`src/rtl/layer_sequencer.sv`:
```
// Double-buffered sprite descriptor table, walked in layer order once per frame.
// Each enabled slot with valid geometry is handed to the blitter over valid/ready.
module layer_sequencer #(
  parameter int unsigned N_LAYERS = 16,
  parameter int unsigned CW       = 10,
  parameter int unsigned TIMEOUT  = 4096,
  localparam int unsigned LW      = (N_LAYERS > 1) ? $clog2(N_LAYERS) : 1
) (
  input  logic          i_clk,
  input  logic          i_reset,
  input  logic          i_wr_en,
  input  logic [LW-1:0] i_wr_idx,
  input  logic          i_wr_layer_en,
  input  logic [CW-1:0] i_wr_inicio_x,
  input  logic [CW-1:0] i_wr_inicio_y,
  input  logic [CW-1:0] i_wr_final_x,
  input  logic [CW-1:0] i_wr_final_y,
  input  logic [CW-1:0] i_wr_fb_x,
  input  logic [CW-1:0] i_wr_fb_y,
  input  logic          i_frame_start,
  input  logic          i_desc_ready,
  input  logic          i_blit_done,
  input  logic          i_err_clr,
  output logic          o_desc_valid,
  output logic [CW-1:0] o_vram_inicio_x,
  output logic [CW-1:0] o_vram_inicio_y,
  output logic [CW-1:0] o_vram_final_x,
  output logic [CW-1:0] o_vram_final_y,
  output logic [CW-1:0] o_fb_x,
  output logic [CW-1:0] o_fb_y,
  output logic [LW-1:0] o_layer_idx,
  output logic          o_busy,
  output logic          o_frame_done,
  output logic          o_bad_desc,
  output logic          o_timeout_err,
  output logic          o_overrun
);

  localparam int unsigned TW       = (TIMEOUT > 1) ? $clog2(TIMEOUT + 1) : 1;
  localparam logic [LW:0] N_SLOTS  = (LW + 1)'(N_LAYERS);
  localparam logic [TW-1:0] TO_LAST = TW'(TIMEOUT - 1);

  typedef struct packed {
    logic          en;
    logic [CW-1:0] ix;
    logic [CW-1:0] iy;
    logic [CW-1:0] fx;
    logic [CW-1:0] fy;
    logic [CW-1:0] fbx;
    logic [CW-1:0] fby;
  } desc_t;

  typedef enum logic [2:0] {StIdle, StScan, StIssue, StWait, StDone} state_e;

  state_e          r_state;
  state_e          w_state_next;
  desc_t           r_shadow [N_LAYERS];
  desc_t           r_active [N_LAYERS];
  logic [6*CW-1:0] r_out;
  logic [LW-1:0]   r_layer_idx;
  logic [LW:0]     r_idx;
  logic [TW-1:0]   r_wait_cnt;
  logic            r_bad_desc;
  logic            r_timeout_err;
  logic            r_overrun;

  desc_t w_wr_desc;
  desc_t w_cur;
  logic  w_wr_ok;
  logic  w_geom_ok;
  logic  w_commit;
  logic  w_load;
  logic  w_idx_inc;
  logic  w_cnt_clr;
  logic  w_set_bad;
  logic  w_set_to;
  logic  w_set_overrun;
  logic  w_desc_valid;
  logic  w_frame_done;

  assign w_wr_desc = {i_wr_layer_en, i_wr_inicio_x, i_wr_inicio_y, i_wr_final_x, i_wr_final_y,
                      i_wr_fb_x, i_wr_fb_y};
  assign w_wr_ok   = i_wr_en && ({1'b0, i_wr_idx} < N_SLOTS);
  assign w_cur     = r_active[r_idx[LW-1:0]];
  assign w_geom_ok = (w_cur.fx >= w_cur.ix) && (w_cur.fy >= w_cur.iy);
  assign w_set_overrun = i_frame_start && (r_state != StIdle);

  always_ff @(posedge i_clk) begin
    if (i_reset) begin
      r_state <= StIdle;
    end else begin
      r_state <= w_state_next;
    end
  end

  always_comb begin
    w_state_next = r_state;
    w_commit     = 1'b0;
    w_load       = 1'b0;
    w_idx_inc    = 1'b0;
    w_cnt_clr    = 1'b0;
    w_set_bad    = 1'b0;
    w_set_to     = 1'b0;
    w_desc_valid = 1'b0;
    w_frame_done = 1'b0;
    unique case (r_state)
      StIdle: begin
        if (i_frame_start) begin
          w_commit     = 1'b1;
          w_state_next = StScan;
        end
      end
      StScan: begin
        if (r_idx == N_SLOTS) begin
          w_state_next = StDone;
        end else if (w_cur.en && w_geom_ok) begin
          w_load       = 1'b1;
          w_state_next = StIssue;
        end else begin
          w_set_bad = w_cur.en;
          w_idx_inc = 1'b1;
        end
      end
      StIssue: begin
        w_desc_valid = 1'b1;
        if (i_desc_ready) begin
          w_cnt_clr    = 1'b1;
          w_state_next = StWait;
        end
      end
      StWait: begin
        if (i_blit_done) begin
          w_idx_inc    = 1'b1;
          w_state_next = StScan;
        end else if ((TIMEOUT != 0) && (r_wait_cnt == TO_LAST)) begin
          w_set_to     = 1'b1;
          w_idx_inc    = 1'b1;
          w_state_next = StScan;
        end
      end
      StDone: begin
        w_frame_done = 1'b1;
        w_state_next = StIdle;
      end
      default: w_state_next = StIdle;
    endcase
  end

  // Commit reads the pre-edge shadow, so a same-cycle write only reaches the next frame.
  always_ff @(posedge i_clk) begin
    if (i_reset) begin
      for (int i = 0; i < int'(N_LAYERS); i++) begin
        r_shadow[i] <= '0;
        r_active[i] <= '0;
      end
    end else begin
      if (w_wr_ok) begin
        r_shadow[i_wr_idx] <= w_wr_desc;
      end
      if (w_commit) begin
        for (int i = 0; i < int'(N_LAYERS); i++) begin
          r_active[i] <= r_shadow[i];
        end
      end
    end
  end

  always_ff @(posedge i_clk) begin
    if (i_reset) begin
      r_idx         <= '0;
      r_out         <= '0;
      r_layer_idx   <= '0;
      r_wait_cnt    <= '0;
      r_bad_desc    <= 1'b0;
      r_timeout_err <= 1'b0;
      r_overrun     <= 1'b0;
    end else begin
      if (w_commit) begin
        r_idx <= '0;
      end else if (w_idx_inc) begin
        r_idx <= r_idx + 1'b1;
      end
      if (w_load) begin
        r_out       <= {w_cur.ix, w_cur.iy, w_cur.fx, w_cur.fy, w_cur.fbx, w_cur.fby};
        r_layer_idx <= r_idx[LW-1:0];
      end
      if (w_cnt_clr) begin
        r_wait_cnt <= '0;
      end else if (r_state == StWait) begin
        r_wait_cnt <= r_wait_cnt + 1'b1;
      end
      // Set events take priority over err_clr.
      r_bad_desc    <= w_set_bad     | (r_bad_desc    & ~i_err_clr);
      r_timeout_err <= w_set_to      | (r_timeout_err & ~i_err_clr);
      r_overrun     <= w_set_overrun | (r_overrun     & ~i_err_clr);
    end
  end

  assign {o_vram_inicio_x, o_vram_inicio_y, o_vram_final_x, o_vram_final_y, o_fb_x, o_fb_y} = r_out;
  assign o_layer_idx   = r_layer_idx;
  assign o_desc_valid  = w_desc_valid;
  assign o_frame_done  = w_frame_done;
  assign o_busy        = (r_state != StIdle);
  assign o_bad_desc    = r_bad_desc;
  assign o_timeout_err = r_timeout_err;
  assign o_overrun     = r_overrun;

endmodule

```
`config.mk`:
```
export PLATFORM = sky130hd
export DESIGN_NAME = layer_sequencer
export DESIGN_NICKNAME = d
export VERILOG_FILES = /design/src/rtl/layer_sequencer.sv
export SDC_FILE = /design/constraint.sdc
export NUM_CORES = 2
export LEC_CHECK = 0
export ABC_AREA = 1
export ABC_CLOCK_PERIOD_IN_PS = 173000
export CAP_MARGIN = 5
export CELL_PAD_IN_SITES_DETAIL_PLACEMENT = 1
export CELL_PAD_IN_SITES_GLOBAL_PLACEMENT = 1
export CORE_MARGIN = 4
export CORE_UTILIZATION = 40
export CTS_BUF_LIST = sky130_fd_sc_hd__clkbuf_8 sky130_fd_sc_hd__clkbuf_16
export DETAILED_ROUTE_END_ITERATION = 7
export GPL_TIMING_DRIVEN = 0
export PLACE_DENSITY_LB_ADDON = 0.1
export RECOVER_POWER = 50
export REMOVE_ABC_BUFFERS = 1
export SYNTH_ARGS = -nofsm -noshare
export SYNTH_HDL_FRONTEND = slang
export SYNTH_SLANG_ARGS = --single-unit
```
`constraint.sdc`:
```
create_clock -name i_clk -period 173 [get_ports i_clk]
set_input_delay 34.6 -clock i_clk [delete_from_list [all_inputs] [get_ports i_clk]]
set_output_delay 34.6 -clock i_clk [all_outputs]
set_load 0.005 [all_outputs]
```
; ---- Yosys cells after proc, flatten, opt, wreduce, memory -nomap -nowiden
; Memory sizes are Yosys's and may differ from the RTL's. A register that Yosys moved wholly into a read port is not among the register bits.
; Index checks and enable logic that the tools add are counted.
[classes]
bitwise = 23
add_sub_neg = 2
n_eq_ne = 10
magnitude_cmp = 2
muxes = 55
reduce_logical = 9
[op_table]
columns = op, n
row1 = $mux W61, 17
row2 = $reduce_or A61 Y1, 1
row3 = $mux W1, 27
row4 = $ge A10 B10 Y1, 2
row5 = $or A1 B1 Y1, 19
row6 = $mux W3, 6
row7 = $add A13 B1 Y13 const B, 1
row8 = $eq A13 B12 Y1 const B, 1
row9 = $mux W4, 3
row10 = $pmux W3 S4, 1
row11 = $eq A3 B2 Y1 const B, 2
row12 = $ne A3 B3 Y1 const B, 2
row13 = $add A5 B1 Y5 const B, 1
row14 = $eq A5 B5 Y1 const B, 1
row15 = $ne A2 B2 Y1 const B, 2
row16 = $reduce_and A4 Y1, 1
row17 = $reduce_or A2 Y1, 2
row18 = $and A1 B1 Y1, 3
row19 = $eq A3 B1 Y1 const B, 1
row20 = $eq A3 B3 Y1 const B, 1
row21 = $logic_and A1 B1 Y1, 3
row22 = $logic_not A3 Y1, 1
row23 = $reduce_bool A3 Y1, 1
row24 = $pmux W1 S2, 1
row25 = $not A1 Y1, 1
[word_totals]
wordCells = 111
in_bits = 72
output_inout_bits = 70
mem_bits_rw = 1952
regBits = 88
memories = 2
[memory_table]
columns = memory, words, width, rd, rd_ports_with_merged_regs, wr, line
row1 = r_active, 16, 61, 1, 1, 16, 58  ; desc_t r_active [N_LAYERS];
row2 = r_shadow, 16, 61, 16, 0, 16, 57  ; desc_t r_shadow [N_LAYERS];

; ---- Depth between registers and ports, before layout
[logic_depth]
depth_word = 8
ltp_mapped = 23
depth_no_buf = 18

; ---- Worst setup path after synthesis
; No wires, ideal clock.
[synth_path]
path_kind = input to register
startpoint = in i_frame_start
endpoint = mem r_active[0][0] (netlist name), enable pin
t_required_ns = 170.540
path_stages = 2
arrival_time_ns = 77.535
setup_ns = 2.460
path_buffers = 0
path_slack_ns = 93.006
path_cell_list = inv_1 > o21ai_1
[synth_rtl]
columns = element, line
row1 = from (decl), 20  ; input logic i_frame_start,
row2 = to (decl), 58

==> flow_summary.ini <==
[power_and_ir_drop]
power_mw = 1.198
p_leak_nw = 39.48
peakVddDrop_v = 0.00001046
p_per_area_mw_per_mm2 = 12.51

[logic_synthesis]
syn_avg_cell_area_sq_um = 11.18
synthesis.area_sq_mm = 0.08323
synth_edf_count = 1952
netlist_instances = 7443
yosys.area_share.simple_pct = 13.15
ys_ff_latch = 2044
synth_cell_type_count = 32
synth_mux_area_share_pct = 0.04810
synth_fa_ha_area_share_pct = 0.3457
synth-xor-area-share_pct = 0.06314
ys_warn_count = 0
synthArstFlopShare_pct = 0
synth_compound_area_share_pct = 6.390
synth_ff_type = edfxtp_1
synth_seq_area_share_pct = 72.64
synth_top_family_by_area = simple AND/OR/NAND/NOR gates

[setup_path]
rr_endpoint = r_active[1][16]
path_cells = clkbuf_1, clkbuf_1, clkbuf_1, clkinvlp_2, clkbuf_1, o21ai_0, clkbuf_1, clkbuf_1, clkbuf_1, clkbuf_1, buf_12, buf_12, buf_12, buf_12, buf_12, buf_12, buf_16, buf_12
cp-start-kind = input port
crit_fanout = 112
cpMaxStageDelayCell = clkbuf_1
cp.required_ps = 173540
r2r_slack_ps = 164100
reg2reg_from = r_state[2]
critical_path_class = input port to register
reg2reg_depth = 15
max_stage_delay_ps = 4260
arrival_ps = 59320
endpoint_kind = register
cp_common_cell = clkbuf_1

[floorplan]
die_y_um = 464.2
initial_utilization_pct = 40.20
placementRows = 167
die-area_sq_mm = 0.2154
core_area_sq_mm = 0.2071
die_w_um = 464.2
pin_count = 142

[place]
port_buffers = 141
hpwl_mm = 144.1
place.gp.congestion = 0.7066
pre_cts_ws_ps = 132870

[run_status]
status = finished with violations
violations = capacitance limit, slew limit

[final_layout]
fin_nets = 7555
areaGrowthSynthToFinish_pct = 15.01
layout-drive-gt1-share_pct = 5.752
final_common_cell = nor2_1
mostFrequentLayoutCells = 2,580 x nor2_1, 1,952 x edfxtp_1, 1,148 x inv_1, 561 x o21ai_0, 230 x clkbuf_16

[grt]
grt_first_pass_wirelength_mm = 372.1
grt_busiest_layer = met2
grt_overflow_total = 0
use_met2_pct = 39.58
grt_max_degree = 136
antenna_found_initial = 7
use_met1_pct = 32.47
gr-usage-all-layers_pct = 23.62
grt_pass1_vias = 56030
met3_usage_pct = 2.776

[route]
wl_mm = 256.0
wire_per_inst_um = 24.52
drc = 0
num_vias = 54104
viasPerCell = 5.182
detail-route-antenna-nets = 0
dr.pass1.iters = 5
drtIter0Drc = 4527

[cts]
cts_buffers = 221
insertion_delay_ps = 850
cts.clk_slew.worst_paths_ps = 60
cts.sinks = 2044
clock-root-buffer = clkbuf_16
ctsHoldBuffers = 0
clock_path_buffers = 3
cts_tree = built
cts_setup_buffers = 0
htreeDepth = 4
cts-resized-gates = 0

[timing]
period_minus_slack_ps = 58780
skew_ps = 31.71
rsz0062_at_grt = false
setup_tns_ps = 0
setup_violations = 0
clock.fmax_mhz = 17.01
tightest_slew_ps = 5853
timing.final.ws_setup_ps = 114220
max_slew_margin_pct = -290.2
drv_slew = 1866
final.period_utilization_pct = 33.98
hold_violations = 0

[min_path]
hp-start = o_timeout_err
holdPathEnd = o_timeout_err
hold_depth = 2
min_path_type = register to register

[job]
drv_cap = 58
[layer usage]
layer  part of all wire (%)  routed length (um)
met2                     48              122200
met5                      0                   0
met3                    5.0               12810
met4                    2.9                7503
met1                     44              113500
[critical path: cells and delay by family]
kind	cells	cell delay [ps]
compound gates	1	1710
buf+inv	17	22530
[flip-flops by register name (all words and copies together), names as in the netlist, named ones only]
name,flops
o_bad_desc,1
o_layer_idx,4
o_overrun,1
o_timeout_err,1
r_active,976
r_idx,5
r_out,60
r_shadow,976
r_state,3
r_wait_cnt,13
[final cells by class]
class,count,area (sq um)
Inverter,1108,4188
Tap cell,2788,3488
Fill cell,21780,111300
Timing Repair Buffer,282,3842
Sequential cell,2044,60470
Multi-Input combinational cell,3803,16750
Clock inverter,174,1100
Antenna cell,2,5.005
Clock buffer,239,5879
[metrics by stage]
| step | cells | area [sq um] | hold WS, ps | utilization (%) |
|---|---|---|---|---|
| floorplan | 6955 | 81260 | 453.8 | - |
| CTS | 10438 | 96970 | 466.4 | 46.83 |
| detailed placement | 10025 | 89990 | 456.9 | 43.46 |
| global placement | 9884 | 86160 | 454.1 | 41.61 |
| finish | 10440 | 95720 | 462.6 | 46.23 |
| global route | 10440 | 95720 | 475.9 | 46.23 |
[Yosys cell counts, drive strengths merged, types with 41 or more instances]
master | n | area [sq um]
a21oi | 48 | 240.2
buf | 72 | 407.9
clkbuf | 416 | 1562
dfxtp | 92 | 1842
edfxtp | 1952 | 58620
inv | 1108 | 4159
nand2 | 164 | 618.1
nand3 | 106 | 530.5
nor2 | 2580 | 9684
o211ai | 41 | 307.8
o21ai | 574 | 2877
o221ai | 155 | 1358
o22ai | 81 | 506.7
[report_power, final]
part / internal [mW] / switching, mW / total, mW / leakage (nW)
Combinational: 0.0373 / 0.0959 / 0.133 / 15.3
Clock: 0.261 / 0.194 / 0.455 / 3.70
Sequential: 0.597 / 0.0131 / 0.610 / 20.5
[kinds of logic after synthesis]
logic type	count (synthesis)
flip-flops	2044
AO/OA/AOI/OAI	902
XOR/XNOR	6
multiplexers	4
adder cells (fa/ha/maj)	23
buffers and inverters	1596
AND/OR/NAND/NOR	2868
[worst max path at each step]
stage | to | start | cells past startpoint | slack [ps]
floorplan | r_active[0][0] | i_frame_start | 2 | 93010
global placement | r_active[1][9] | i_reset | 3 | 64410
detailed placement | r_active[12][9] | i_reset | 18 | 132870
CTS | r_active[12][18] | i_reset | 18 | 133780
global route | r_active[3][18] | i_reset | 18 | 112330
finish | r_active[1][16] | i_reset | 18 | 114220
No activity file was read; power rests on OpenSTA's default activity.
